==> src/rtl/enc_sched_pkg.sv <==
// Shared types and helpers for the encoder frame scheduler: encoder/control
// state encodings, the sync word and the encoder next-state model.
package enc_sched_pkg;

    typedef enum logic [1:0] {
        S0 = 2'd0,
        S1 = 2'd1,
        S2 = 2'd2,
        S3 = 2'd3
    } enc_state_t;

    typedef enum logic [1:0] {
        SYNC  = 2'd0,
        IDLE  = 2'd1,
        SEND  = 2'd2,
        FLUSH = 2'd3
    } ctrl_state_t;

    localparam int SYNC_LEN = 7;
    // Drives the encoder to S0 from any start state, sent MSB first.
    localparam logic [SYNC_LEN-1:0] SYNC_WORD = 7'b0011001;

    function automatic enc_state_t enc_next(input enc_state_t state, input logic din);
        enc_state_t nxt;
        case (state)
            S0:      nxt = din ? S1 : S0;
            S1:      nxt = din ? S1 : S2;
            S2:      nxt = din ? S2 : S3;
            S3:      nxt = din ? S0 : S3;
            default: nxt = S0;
        endcase
        return nxt;
    endfunction

    // Number of flush bits (zeros then a final one) that return a state to S0.
    function automatic logic [1:0] flush_len(input enc_state_t state);
        logic [1:0] len;
        case (state)
            S1:      len = 2'd3;
            S2:      len = 2'd2;
            S3:      len = 2'd1;
            default: len = 2'd0;
        endcase
        return len;
    endfunction

endpackage

==> src/rtl/enc_frame_sched_rr_arbiter.sv <==
// Round-robin arbiter: one-hot grant for the first set request at or after ptr.
module rr_arbiter #(
    parameter int NREQ = 4,
    parameter int ID_W = 2
) (
    input  logic [NREQ-1:0] req,
    input  logic [ID_W-1:0] ptr,
    output logic [NREQ-1:0] gnt,
    output logic [ID_W-1:0] idx
);

    logic found;

    always_comb begin
        gnt   = '0;
        idx   = '0;
        found = 1'b0;
        for (int off = 0; off < NREQ; off++) begin
            for (int i = 0; i < NREQ; i++) begin
                if (!found && req[i] && (((int'(ptr) + off) % NREQ) == i)) begin
                    found  = 1'b1;
                    gnt[i] = 1'b1;
                    idx    = ID_W'(i);
                end
            end
        end
    end

endmodule

==> src/rtl/enc_frame_sched.sv <==
// Shares one reset-less Mealy bit encoder among NREQ requesters; tracks the
// encoder state in a shadow copy and flushes it back to S0 after each frame.
module enc_frame_sched
    import enc_sched_pkg::*;
#(
    parameter int NREQ    = 4,
    parameter int FRAME_W = 8,
    parameter int ID_W    = 2
) (
    input  logic                    clk,
    input  logic                    rst,
    input  logic [NREQ-1:0]         req,
    input  logic [NREQ*FRAME_W-1:0] data,
    output logic [NREQ-1:0]         gnt,
    output logic                    enc_din,
    input  logic                    enc_op,
    output logic                    out_bit,
    output logic                    out_valid,
    output logic                    out_last,
    output logic [ID_W-1:0]         out_id
);

    localparam int CNT_W = ($clog2(FRAME_W) > 3) ? $clog2(FRAME_W) : 3;

    ctrl_state_t        state, state_n;
    enc_state_t         shadow, shadow_n, shadow_step;
    logic [CNT_W-1:0]   cnt, cnt_n;
    logic [FRAME_W-1:0] shreg, shreg_n;
    logic [ID_W-1:0]    ptr, ptr_n, owner, owner_n, id_n;
    logic               din_n, bit_n, valid_n, last_n;
    logic [NREQ-1:0]    arb_gnt;
    logic [ID_W-1:0]    arb_idx;
    logic [FRAME_W-1:0] frames [NREQ];
    logic [2:0]         sync_idx;

    rr_arbiter #(.NREQ(NREQ), .ID_W(ID_W)) u_arb (
        .req (req),
        .ptr (ptr),
        .gnt (arb_gnt),
        .idx (arb_idx)
    );

    always_comb begin
        for (int i = 0; i < NREQ; i++) frames[i] = data[i*FRAME_W +: FRAME_W];
    end

    always_comb begin
        // NOTE: every signal written here gets a default first, so no path can infer a latch.
        state_n     = state;
        cnt_n       = cnt;
        shreg_n     = shreg;
        shadow_n    = shadow;
        ptr_n       = ptr;
        owner_n     = owner;
        din_n       = 1'b0;
        bit_n       = 1'b0;
        valid_n     = 1'b0;
        last_n      = 1'b0;
        id_n        = '0;
        gnt         = '0;
        shadow_step = enc_next(shadow, enc_din);
        sync_idx    = 3'(SYNC_LEN - 2) - cnt[2:0];

        case (state)
            SYNC: begin
                if (cnt == CNT_W'(SYNC_LEN - 1)) begin
                    state_n = IDLE;
                    cnt_n   = '0;
                end else begin
                    cnt_n = cnt + CNT_W'(1);
                    din_n = SYNC_WORD[sync_idx];
                end
            end
            IDLE: begin
                if (req != '0) begin
                    if (!rst) gnt = arb_gnt;
                    owner_n = arb_idx;
                    ptr_n   = ID_W'((int'(arb_idx) + 1) % NREQ);
                    din_n   = frames[arb_idx][FRAME_W-1];
                    shreg_n = {frames[arb_idx][FRAME_W-2:0], 1'b0};
                    cnt_n   = '0;
                    state_n = SEND;
                end
            end
            SEND: begin
                shadow_n = shadow_step;
                bit_n    = enc_op;
                valid_n  = 1'b1;
                id_n     = owner;
                if (cnt == CNT_W'(FRAME_W - 1)) begin
                    last_n = 1'b1;
                    cnt_n  = '0;
                    if (shadow_step == S0) begin
                        state_n = IDLE;
                    end else begin
                        state_n = FLUSH;
                        din_n   = (flush_len(shadow_step) == 2'd1);
                    end
                end else begin
                    cnt_n   = cnt + CNT_W'(1);
                    din_n   = shreg[FRAME_W-1];
                    shreg_n = {shreg[FRAME_W-2:0], 1'b0};
                end
            end
            FLUSH: begin
                // The remaining flush length of the stepped state selects the final 1.
                shadow_n = shadow_step;
                if (shadow_step == S0) state_n = IDLE;
                else                   din_n   = (flush_len(shadow_step) == 2'd1);
            end
            default: state_n = SYNC;
        endcase
    end

    always_ff @(posedge clk) begin
        if (rst) begin
            state     <= SYNC;
            cnt       <= '0;
            shreg     <= '0;
            shadow    <= S0;
            ptr       <= '0;
            owner     <= '0;
            enc_din   <= 1'b0;
            out_bit   <= 1'b0;
            out_valid <= 1'b0;
            out_last  <= 1'b0;
            out_id    <= '0;
        end else begin
            // NOTE: non-blocking updates so every register samples pre-edge values.
            state     <= state_n;
            cnt       <= cnt_n;
            shreg     <= shreg_n;
            shadow    <= shadow_n;
            ptr       <= ptr_n;
            owner     <= owner_n;
            enc_din   <= din_n;
            out_bit   <= bit_n;
            out_valid <= valid_n;
            out_last  <= last_n;
            out_id    <= id_n;
        end
    end

endmodule

==> config.mk <==
export PLATFORM = sky130hd
export DESIGN_NAME = enc_frame_sched
export DESIGN_NICKNAME = d
export VERILOG_FILES = /design/src/rtl/enc_sched_pkg.sv /design/src/rtl/enc_frame_sched_rr_arbiter.sv /design/src/rtl/enc_frame_sched.sv
export SDC_FILE = /design/constraint.sdc
export NUM_CORES = 1
export LEC_CHECK = 0
export ABC_AREA = 0
export BUFFER_PORTS_ARGS = -buffer_cell sky130_fd_sc_hd__buf_2
export CORE_ASPECT_RATIO = 1.5
export CORE_MARGIN = 5
export CORE_UTILIZATION = 37
export DETAILED_ROUTE_END_ITERATION = 12
export PLACE_DENSITY = 0.6
export SLEW_MARGIN = 20
export SYNTH_ARGS = -nofsm -noshare
export SYNTH_HDL_FRONTEND = slang
export SYNTH_SLANG_ARGS = --single-unit
==> constraint.sdc <==
create_clock -name clk -period 2.5 [get_ports clk]
set_input_delay 0.625 -clock clk [delete_from_list [all_inputs] [get_ports clk]]
set_output_delay 0.625 -clock clk [all_outputs]
set_load 0.01 [all_outputs]
==> qor.txt <==
P&R area growth vs syn: 20.2%
Vias in the first global route: 1,711
Total CTS buffers: 3
First-pass GRT wire length: 7.56 mm
Syn_area_per_cell: 7.77 um^2
Largest area contributor in the netlist: dfxtp_1
Pwr Density: 674 nW/um^2
Initial core utilization: 38.0%
Count leader, synth: dfxtp_1
Final Skew: 0.00193 ns
Synth Cell Area: 1720 um^2
Share of layout cells above drive strength 1: 24.1%
Root Buffer: clkbuf_8
Worst hold slack: 0.455 ns
Flops & latches, synth: 24
Worst setup path class: input pin to output pin
CTS tree: done
Iteration-0 DRC Markers: 32
Top cell type's share of synthesized area: 27.9%
I/O Pins: 49
YS warnings: 0
Inserted Diodes: 0
Worst slew pin tran: 0.512 ns
EDFF count, synth: 0
Post-CTS Setup Bufs: 0
Largest net degree at the start of global routing: 16
Syn nets: 272
Crit-path max FO: 9
Slew Limit Fails: 0
Row cnt: 30
Crit. End Element: output pin
Hpwl dp: 3.66 mm
CTS clk-pin slew, worst paths: 0.09 ns
Total routed wirelength: 4.59 mm
Sequential share of the synthesized area: 27.9%
Final setup viols: 0
Fill count: 485
Routability cong.: 0.813
Total die area: 6150 um^2
Status: complete, no violations
Via count: 1,737
Startpoint Class: input pin
Layout Nets: 317
Drt drc: 0
GRT overflow: 0
Worst Path Required: 1.88 ns
CTS Sinks: 24
RSZ-0062 raised after global routing: false
Post-synth top flop: dfxtp_1
Hold buffer count at CTS: 0
Gate Count Post-Synth: 222
Initial antenna violation count: 0
Vias/cell: 5.26
Worst min path class: flop to flop
GRT Total Usage: 15.3%
Max cap viols: 0
H-tree depth: 1
Drt pass-1 iters: 4
Post-synth ARST share: 0%
Max transition margin: 65.8%
Period utilisation layout: 93.9%
Setup_tns: 0 ns
Post-CTS Resized: 0
Die Ht: 93.6 um
Crit path DAT: 1.72 ns
Horiz. Die Dim: 65.7 um
Leak: 0.867 nW
Worst IR Drop VDD: 0.000257 V
Core area: 4540 um^2
Netlist cell types: 48
Final Hold Vio Count: 0
Min Tclk post-route: 2.35 ns
Top cells by area, synth: dfxtp_1, ha_1, a21oi_1, nand2_1, a211oi_1
I/O Buffers: 48
Most instantiated cells after synthesis: dfxtp_1, nand2_1, a21oi_1
Peak Freq: 0.426 GHz
Clk buf depth: 2
Skew-Pair Late Insertion Delay: 0.26 ns
Drt wl/cell: 13.9 um
Antenna Nets Post-Route: 0
[routing by layer]
metal	share of wire, %	up-vias	wire [um]	global-route usage (%)
met5	0	-	0	0
met1	41	797	1870	17.1
li1	-	898	-	-
met4	1.7	0	78	5.36
met3	3.8	4	174	1.32
met2	54	38	2470	29.0
[placed cells by master, fill, tap and decap left out, drive strengths merged, types with 3 or more instances in the layout]
cell / count
o211ai: 4
and3: 11
inv: 13
dfxtp: 24
nor2b: 3
a21oi: 21
clkbuf: 4
a211oi: 10
nand2b: 10
o2111ai: 3
nor2: 11
nor3: 3
nor4: 6
o31ai: 6
and2: 7
ha: 11
a21boi: 4
nand2: 22
o21ai: 14
buf: 52
or2: 4
[sequential cells by signal, summed over array words and instances (netlist names)]
signal     flops
enc_din        1
out_bit        1
state          2
ptr            2
out_id         2
shreg          7
out_valid      1
cnt            3
out_last       1
shadow         2
owner          2
[worst max-delay path, cell delays in order]
cell,delay [ns]
buf_2,0.14
or2_2,0.28
a21oi_1,0.18
o21ai_0,0.15
nor3_1,0.19
buf_2,0.16
[power by group]
| part | switching, W | total, W | internal [W] | leakage (nW) |
|---|---|---|---|---|
| logic | 0.000353 | 0.000612 | 0.000260 | 0.644 |
| registers | 0.0000738 | 0.000519 | 0.000445 | 0.195 |
| clock network | 0.000125 | 0.000265 | 0.000140 | 0.0288 |
[metrics by stage]
step	instance area, um^2	utilization, %	cells	power (W)	setup WS [ns]
floorplan	1720	-	222	0.000981	0.365
global placement	2020	44.4	326	0.00113	0.170
global route	2070	45.6	330	0.00151	0.0598
CTS	2070	45.6	330	0.00140	0.157
detailed placement	2020	44.4	326	0.00114	0.164
finish	2070	45.6	330	0.00140	0.153
[kinds of logic after synthesis]
logic type	after synthesis	synth area share [%]
muxes	4	3.34
adders and majority gates	11	7.98
buffers and inverters	25	6.17
AOI/OAI and AO/OA	76	29.2
and+or+nand+nor	82	25.5
DFF	24	27.9
[worst paths after layout]
kind,from,end,slack [ns],cells after the start
setup / recovery,req[0],gnt[2],0.15,6
hold / removal,owner[1],owner[1],0.46,2
setup reg to reg,state[0],shreg[6],0.34,7
hold reg to reg,owner[1],owner[1],0.46,2
[final cells by class]
type,count,area (um^2),share of cell area [%]
flip-flops and latches,24,480,23.2
well taps,64,80.1,3.86
inverters,13,48.8,2.36
clock buffers,4,55.1,2.66
multi-input cells,173,1140,54.9
repair buffers,52,270,13.0
Power figures use the tool's default switching activity.
